<file path="src/rtl/sseg_pkg.sv">
// Shared types and hex-to-segment decoding for the 7-segment scan driver.
// Segment vectors are active-high internally, ordered {g,f,e,d,c,b,a}.
package sseg_pkg;

  typedef logic [6:0] seg7_t;

  localparam seg7_t SEG_BLANK = 7'h00;

  function automatic seg7_t hex_to_seg7(input logic [3:0] nib);
    seg7_t s;
    case (nib)
      4'h0: s = 7'h3F;
      4'h1: s = 7'h06;
      4'h2: s = 7'h5B;
      4'h3: s = 7'h4F;
      4'h4: s = 7'h66;
      4'h5: s = 7'h6D;
      4'h6: s = 7'h7D;
      4'h7: s = 7'h07;
      4'h8: s = 7'h7F;
      4'h9: s = 7'h6F;
      4'hA: s = 7'h77;
      4'hB: s = 7'h7C;
      4'hC: s = 7'h39;
      4'hD: s = 7'h5E;
      4'hE: s = 7'h79;
      default: s = 7'h71;
    endcase
    return s;
  endfunction

endpackage

</file>
<file path="src/rtl/sseg_hex_encoder.sv">
// Combinational nibble to active-high 7-segment pattern.
module sseg_hex_encoder
  import sseg_pkg::*;
(
  input  logic [3:0] nibble,
  output logic [6:0] seg
);

  assign seg = hex_to_seg7(nibble);

endmodule

</file>
<file path="src/rtl/sseg_scan_driver.sv">
// Time-multiplexed N-digit 7-segment driver: shadow/display double buffering,
// frame-aligned updates, leading-zero blanking and anti-ghost slot blanking.
module sseg_scan_driver
  import sseg_pkg::*;
#(
  parameter int NUM_DIGITS     = 4,
  parameter int SCAN_DIV       = 50000,
  parameter int BLANK_CYCLES   = 16,
  parameter int SEG_ACTIVE_LOW = 1,
  parameter int DIG_ACTIVE_LOW = 1,
  parameter int LZ_BLANK       = 1
) (
  input  logic                    clk,
  input  logic                    reset_n,
  input  logic                    load,
  input  logic [4*NUM_DIGITS-1:0] value_in,
  input  logic [NUM_DIGITS-1:0]   dp_in,
  input  logic                    lz_en,
  output logic                    pending,
  output logic [6:0]              seg,
  output logic                    dp,
  output logic [NUM_DIGITS-1:0]   dig_en,
  output logic                    frame_done
);

  localparam int CNT_W = (SCAN_DIV > 1) ? $clog2(SCAN_DIV) : 1;
  localparam int IDX_W = (NUM_DIGITS > 1) ? $clog2(NUM_DIGITS) : 1;

  localparam logic [CNT_W-1:0] CNT_LAST  = CNT_W'(SCAN_DIV - 1);
  localparam logic [CNT_W-1:0] BLANK_END = CNT_W'(BLANK_CYCLES);
  localparam logic [IDX_W-1:0] IDX_LAST  = IDX_W'(NUM_DIGITS - 1);
  localparam logic             LZ_CFG    = (LZ_BLANK != 0);

  // XOR masks that convert active-high internal values to pin polarity.
  localparam seg7_t                 SEG_POL = (SEG_ACTIVE_LOW != 0) ? 7'h7F : 7'h00;
  localparam logic                  DP_POL  = (SEG_ACTIVE_LOW != 0);
  localparam logic [NUM_DIGITS-1:0] DIG_POL = (DIG_ACTIVE_LOW != 0) ? '1 : '0;

  logic [CNT_W-1:0]        cnt;
  logic [IDX_W-1:0]        idx;
  logic                    slot_end;
  logic                    frame_end;

  logic [4*NUM_DIGITS-1:0] shadow_val;
  logic [NUM_DIGITS-1:0]   shadow_dp;
  logic [4*NUM_DIGITS-1:0] disp_val;
  logic [NUM_DIGITS-1:0]   disp_dp;

  logic                    lz_on;
  logic [3:0]              cur_nib;
  logic                    cur_dp;
  logic                    cur_blank;
  logic                    zero_run;
  logic [NUM_DIGITS-1:0]   onehot;
  seg7_t                   enc_seg;
  logic                    in_blank;

  logic [6:0]              seg_p0;
  logic                    dp_p0;
  logic [NUM_DIGITS-1:0]   dig_p0;

  assign slot_end  = (cnt == CNT_LAST);
  assign frame_end = slot_end && (idx == IDX_LAST);
  assign lz_on     = LZ_CFG && lz_en;
  assign in_blank  = (BLANK_CYCLES > 0) && (cnt < BLANK_END);

  // Stage 0: slot timing
  always_ff @(posedge clk) begin
    if (!reset_n) begin
      cnt        <= '0;
      idx        <= '0;
      frame_done <= 1'b0;
    end else begin
      frame_done <= frame_end;
      if (slot_end) begin
        cnt <= '0;
        idx <= (idx == IDX_LAST) ? '0 : idx + 1'b1;
      end else begin
        cnt <= cnt + 1'b1;
      end
    end
  end

  // A load in the boundary cycle lands in the shadow after the old shadow
  // has been copied, so it waits for the following boundary.
  always_ff @(posedge clk) begin
    if (!reset_n) begin
      shadow_val <= '0;
      shadow_dp  <= '0;
      disp_val   <= '0;
      disp_dp    <= '0;
      pending    <= 1'b0;
    end else begin
      if (frame_end && pending) begin
        disp_val <= shadow_val;
        disp_dp  <= shadow_dp;
      end
      if (load) begin
        shadow_val <= value_in;
        shadow_dp  <= dp_in;
        pending    <= 1'b1;
      end else if (frame_end) begin
        pending <= 1'b0;
      end
    end
  end

  // Walk from the top digit down so zero_run means "this and all higher nibbles are zero".
  always_comb begin
    cur_nib   = 4'h0;
    cur_dp    = 1'b0;
    cur_blank = 1'b0;
    onehot    = '0;
    zero_run  = 1'b1;
    for (int k = NUM_DIGITS - 1; k >= 0; k--) begin
      zero_run = zero_run && (disp_val[4*k +: 4] == 4'h0);
      if (idx == IDX_W'(k)) begin
        cur_nib   = disp_val[4*k +: 4];
        cur_dp    = disp_dp[k];
        onehot[k] = 1'b1;
        cur_blank = lz_on && zero_run && (k != 0);
      end
    end
  end

  sseg_hex_encoder u_enc (
    .nibble (cur_nib),
    .seg    (enc_seg)
  );

  always_comb begin
    seg_p0 = SEG_BLANK ^ SEG_POL;
    dp_p0  = DP_POL;
    dig_p0 = DIG_POL;
    if (!in_blank) begin
      seg_p0 = (cur_blank ? SEG_BLANK : enc_seg) ^ SEG_POL;
      dp_p0  = cur_dp ^ DP_POL;
      dig_p0 = onehot ^ DIG_POL;
    end
  end

  // Stage 1: registered pin drivers
  always_ff @(posedge clk) begin
    if (!reset_n) begin
      seg    <= SEG_BLANK ^ SEG_POL;
      dp     <= DP_POL;
      dig_en <= DIG_POL;
    end else begin
      seg    <= seg_p0;
      dp     <= dp_p0;
      dig_en <= dig_p0;
    end
  end

endmodule
</file>
<file path="config.mk">
export PLATFORM = sky130hd
export DESIGN_NAME = sseg_scan_driver
export DESIGN_NICKNAME = d
export VERILOG_FILES = /design/src/rtl/sseg_pkg.sv /design/src/rtl/sseg_hex_encoder.sv /design/src/rtl/sseg_scan_driver.sv
export SDC_FILE = /design/constraint.sdc
export NUM_CORES = 1
export LEC_CHECK = 0
export CORE_AREA = 2 2 79 81
export CTS_BUF_LIST = sky130_fd_sc_hd__clkbuf_8
export DETAILED_ROUTE_END_ITERATION = 12
export DIE_AREA = 0 0 81 83
export HOLD_SLACK_MARGIN = 0.02
export PLACE_DENSITY = 0.8
export SLEW_MARGIN = 20
export SYNTH_ARGS = -nofsm -noshare
export SYNTH_HDL_FRONTEND = slang
export SYNTH_SLANG_ARGS = --single-unit
</file>
<file path="constraint.sdc">
create_clock -name clk -period 2.9 [get_ports clk]
set_input_delay 0.58 -clock clk [delete_from_list [all_inputs] [get_ports clk]]
set_output_delay 0.58 -clock clk [all_outputs]
set_load 0.01 [all_outputs]
</file>
### Yosys cells after proc, flatten, opt, wreduce, memory -nomap -nowiden

Memories as Yosys holds them, arrays and structs flattened.
Index checks and enable logic that the tools add are counted.

* bits in registers: 72
* bits in read-only memories: 112
* bits of input ports: 24
* output and inout bits: 14
* logic and storage cells: 57
* memories kept: 1

Memories
* (no name shown): words 16, width 7, rd ports 1, clocked after Yosys merged registers in 0, write ports 0, line sseg_pkg.sv:11 `case (nib)`

* $add $sub $neg: 2
* order comparisons: 1
* eq/ne operators: 4
* mux-type cells: 20
* bitwise gates (word level): 4
* reductions and logical operators: 14

Operator list (number)
* adder 16 x 1 -> 16 bit, second input constant: 1
* equality test 16 bit, second input constant: 1
* < comparator 16 x 5 -> 1 bit, second input constant: 1
* two-way mux 4 bit: 4
* two-way mux 1 bit: 14
* logical NOT 4 bit: 3
* logical AND 1 bit: 7
* two-way mux 7 bit: 1
* NOT 7 bit: 1
* equality test 2 bit, second input constant: 2
* NOT 4 bit: 1
* OR reduction 2 bit: 2
* adder 2 x 1 -> 2 bit, second input constant: 1
* equality test 2 x 1 -> 1 bit, second input constant: 1
* logical NOT 2 bit: 1
* two-way mux 2 bit: 1
* NOT 1 bit: 2
* nonzero test 2 bit: 1

### Depth between registers and ports, before layout

* depth after elaboration: 8
* gate-level depth with buffers: 11
* depth with buffers taken out: 10

### Hierarchy

A second synthesis with hierarchy kept.

* cells, all modules: 353
* area total of the unflattened synthesis: 3306.9 µm²

Modules (own cells, without submodules)
* sseg_scan_driver: times used 1, cells an instance 320, area an instance 3019.1 µm², seq. area each 1441.4 µm²
* sseg_hex_encoder: times used 1, cells an instance 33, area an instance 287.8 µm², seq. area each 0.0 µm²

### Least setup slack after synthesis

Ideal clock, no wire load.

* path type: reg-to-reg
* from: reg idx[0]
* to: reg seg[3]
* library setup time: 0.124 ns
* arrival: 2.073 ns
* required time: 2.776 ns
* path slack: 0.703 ns
* stages on the path, launching flop included: 11
* buffers on the path: 1
* period minus slack after synthesis: 2.197 ns
* cell sequence: dfxtp_1 inv_1 ha_1 clkbuf_1 mux2_2 o31a_1 inv_1 ha_1 mux2i_1 a22o_1 nand2_1

* cells in the longest elaborated chain, start to end: 8
* elaborated cells on any way between the ends: 15
* classes of those cells: eq/ne: 3; mux: 9; bitwise: 1; reduce/logical: 1; memory: 1

Ends and longest elaborated chain
* start, declared: line sseg_scan_driver.sv:40 `logic [IDX_W-1:0] idx;`
* start signal, assigned: line sseg_scan_driver.sv:77 `idx <= (idx == IDX_LAST) ? '0 : idx + 1'b1;`
* equality test 2 bit: line sseg_scan_driver.sv:117 `if (idx == IDX_W'(k)) begin`
* two-way mux 4 bit (4 in a row): line sseg_scan_driver.sv:117
* memory read (16 x 7 bit)
* two-way mux 7 bit (*): line sseg_scan_driver.sv:136 `seg_p0 = (cur_blank ? SEG_BLANK : enc_seg) ^ SEG_POL;`
* NOT 7 bit (no line) (*)
* end signal, assigned: line sseg_scan_driver.sv:145 `seg <= SEG_BLANK ^ SEG_POL;`
* end signal, assigned: line sseg_scan_driver.sv:149 `seg <= seg_p0;`
* end, declared: line sseg_scan_driver.sv:20 `output logic [6:0] seg,`

Mark *: on every way between the ends. The rest lies on a longest branch, timed or not.
A chain may end at the register's enable or synchronous reset.

### Worst setup path in the final report

Ends and elaborated chain as after synthesis.

==> results.sh <==
export IMPL_outcome="completed"
export IMPL_r2r_slack_ns=0.41
export IMPL_drive_above_1_share_pct=11.2
export IMPL_grt_setup_unrepaired="no"
export IMPL_fmax_mhz=402
export IMPL_synth_top_area_share_pct=43.9
export IMPL_hold_viol=0
export IMPL_synth_seq_cells=72
export IMPL_fillers=501
export IMPL_portBuffers=37
export IMPL_cp_slowest_cell="dfxtp_1"
export IMPL_die_width_um=81
export IMPL_grt_overflow_total=0
export IMPL_num_vias=2523
export IMPL_dieArea_mm2=0.00672
export IMPL_critPathArrivalTime_ns=2.71
export IMPL_p_per_area_mw_per_mm2=495
export IMPL_critical_path_required_ns=3.12
export IMPL_cts_buffers_inserted=9
export IMPL_drv_slew=0
export IMPL_cts_resized=0
export IMPL_cts_tree="built"
export IMPL_synth_cell_type_count=46
export IMPL_root_buffer="clkbuf_8"
export IMPL_post_dp_hpwl_mm=4.40
export IMPL_worst_pin_slew_ns=0.466
export IMPL_die_h_um=83
export IMPL_antenna_cells=0
export IMPL_area_growth_pct=18.7
export IMPL_hold_path_class="flop to flop"
export IMPL_viasPerCell=5.38
export IMPL_crit_type="flop to flop"
export IMPL_syn_area_mm2=0.00328
export IMPL_cts_htree_levels=3
export IMPL_grt_pass1_wl_mm=10.8
export IMPL_cts_buffer_depth=2
export IMPL_ir_drop_uv=422
export IMPL_first_global_vias=2433
export IMPL_ant_nets=0
export IMPL_firstDrtPassIters=4
export IMPL_wire_per_inst_um=13.6
export IMPL_synth_top_flop_cell="dfxtp_1"
export IMPL_ff2ff_path_depth=10
export IMPL_post_cts_setup_buffers=0
export IMPL_p_leak_nw=1.44
export IMPL_post_route_period_util_pct=85.8
export IMPL_yosys_area_top_type="dfxtp_1"
export IMPL_syn_nets=391
export IMPL_core_mm2=0.00582
export IMPL_clkSinkCount=72
export IMPL_drc=0
export IMPL_setup_viol=0
export IMPL_wirelength_mm=6.36
export IMPL_start_util_pct=56.5
export IMPL_synth_seq_area_share_pct=43.9
export IMPL_antenna_found_initial=0
export IMPL_rr_endpoint="seg[3]"
export IMPL_path_clk_slew_ns=0.08
export IMPL_timing_rr_start="idx[0]"
export IMPL_ctsHoldBuffers=0
export IMPL_synth_area_leaders="dfxtp_1 44%, nand2_1 7.7%, a21boi_2 6.9%"
export IMPL_hp_start="disp_dp[3]"
export IMPL_worstSetupStartpoint="idx[0]"
export IMPL_rows=28
export IMPL_whs_path_depth=2
export IMPL_clock_latency_ns=0.35
export IMPL_setup_tns_ns=0
export IMPL_gp_congestion=0.914
export IMPL_fin_skew_ns=0.00604
export IMPL_final_cell_mix="72 x dfxtp_1, 67 x nand2_1, 37 x clkdlybuf4s50_1, 26 x nor2_1, 24 x nor2b_1"
export IMPL_max_slew_margin_rel_pct=68.9
export IMPL_timing_final_crit_period_ns=2.49
export IMPL_synth_edff_count=0
export IMPL_path_cells="inv_1 > ha_1 > nor2_1 > o211ai_1 > o211ai_1 > inv_1 > ha_1 > mux2i_1 > a22o_1 > nand2_1"
export IMPL_min_delay_worst_endpoint="disp_dp[3]"
export IMPL_postSynthCellCount=356
export IMPL_post_route_cell_area_mm2=0.00390
export IMPL_nNetsFinal=424
export IMPL_crit_path_end_kind="flop"
export IMPL_post_dp_cell_area_mm2=0.00369
export IMPL_synthArstFlopShare_pct=0
export IMPL_ys_warn_count=0
export IMPL_worstPathMaxFanout=15
export IMPL_ios=38
export IMPL_mostFrequentLayoutCell="dfxtp_1"
export IMPL_critPathBufInv=2
export IMPL_grt_use_total_pct=20.5
export IMPL_grt_max_degree=48
export IMPL_start_kind="flop"
export IMPL_drtIter0Drc=122
export IMPL_cap_viol_max_count=0
export IMPL_slowest_delay_ns=0.39
export IMPL_synth_area_per_cell_um2=9.22
export IMPL_crit_family="adder cells"
-- Yosys cell counts (3+ instances only) --
cell / number
and3_1: 4
nand3b_1: 3
nand3_1: 5
a21boi_2: 20
o21ai_0: 5
dfxtp_1: 72
nand4_1: 7
xor2_1: 8
buf_2: 4
nor2_1: 26
nand2b_1: 4
nor3b_1: 3
inv_1: 7
clkbuf_1: 12
xnor2_1: 6
mux2i_1: 22
o211ai_1: 5
a21oi_1: 7
ha_1: 11
nand2_1: 67
nor2b_1: 24
-- power by group --
group / internal (W) / switching (W)
registers: 0.00101 / 0.0000137
logic: 0.0000606 / 0.0000348
clock network: 0.000443 / 0.000367
-- cells by family (layout without fill, tap and decap cells) --
kind of cell | Yosys count | in the layout | synth area share (%)
AOI/OAI and AO/OA | 51 | 51 | 13.5
xor gates and xnor gates | 14 | 14 | 3.73
adders and majority gates | 11 | 11 | 4.19
buffers and inverters | 27 | 65 | 3.70
DFF | 72 | 72 | 43.9
muxes | 23 | 23 | 7.05
and+or+nand+nor | 158 | 158 | 24.0
-- metrics by stage --
step                setup slack, ns  hold slack (ns)  util (%)  power [W]  instances
global route                  0.196            0.486      67.0    0.00200        469
detailed placement            0.445            0.456      63.4    0.00114        453
CTS                           0.409            0.466      67.0    0.00195        469
finish                        0.412            0.464      67.0    0.00193        469
floorplan                     0.703            0.430         -    0.00110        356
global placement              0.630            0.447      63.4    0.00114        453
-- metal layers --
metal  wire length [um]  GRT usage, %  part of all wire, %  vias up
li1                   -             -                    -     1271
met1               2940          26.3                   46     1175
met2               3000          32.2                   47       61
met3                245          4.57                  3.9       16
met4                170          9.86                  2.7        0
met5                  0             0                    0        -
-- flip-flops by register name (all words and copies together), names as in the netlist --
name and count:
cnt 16, disp_val 16, shadow_val 16, seg 7, dig_en 4, disp_dp 4
shadow_dp 4, idx 2, dp 1, frame_done 1, pending 1
-- worst max-delay path by stage --
stage                   to  slack, ns  cells after the start
finish              seg[3]       0.41                     10
global route        seg[3]       0.20                     10
CTS                 seg[3]       0.41                     10
detailed placement  seg[3]       0.44                     10
global placement    seg[3]       0.63                     10
floorplan           seg[3]       0.70                     10
-- final cells by class --
type	instances	area [um2]	area share, %
Multi-Input combinational cell	257	1720	44.1
Sequential cell	72	1440	37.0
Timing Repair Buffer	42	408	10.5
Clock buffer	11	151	3.88
Tap cell	75	93.8	2.41
Clock inverter	5	56.3	1.44
Inverter	7	26.3	0.674
-- worst register-to-register path: cells and delay by family (launching register included) --
family                     cells  cell delay [ns]
AOI/OAI and AO/OA              3             0.54
DFF                            1             0.39
buffers and inverters          2             0.25
adders and majority gates      2             0.69
and+or+nand+nor                2             0.33
muxes                          1             0.17
Note: power is estimated with default switching activity, not from simulation.
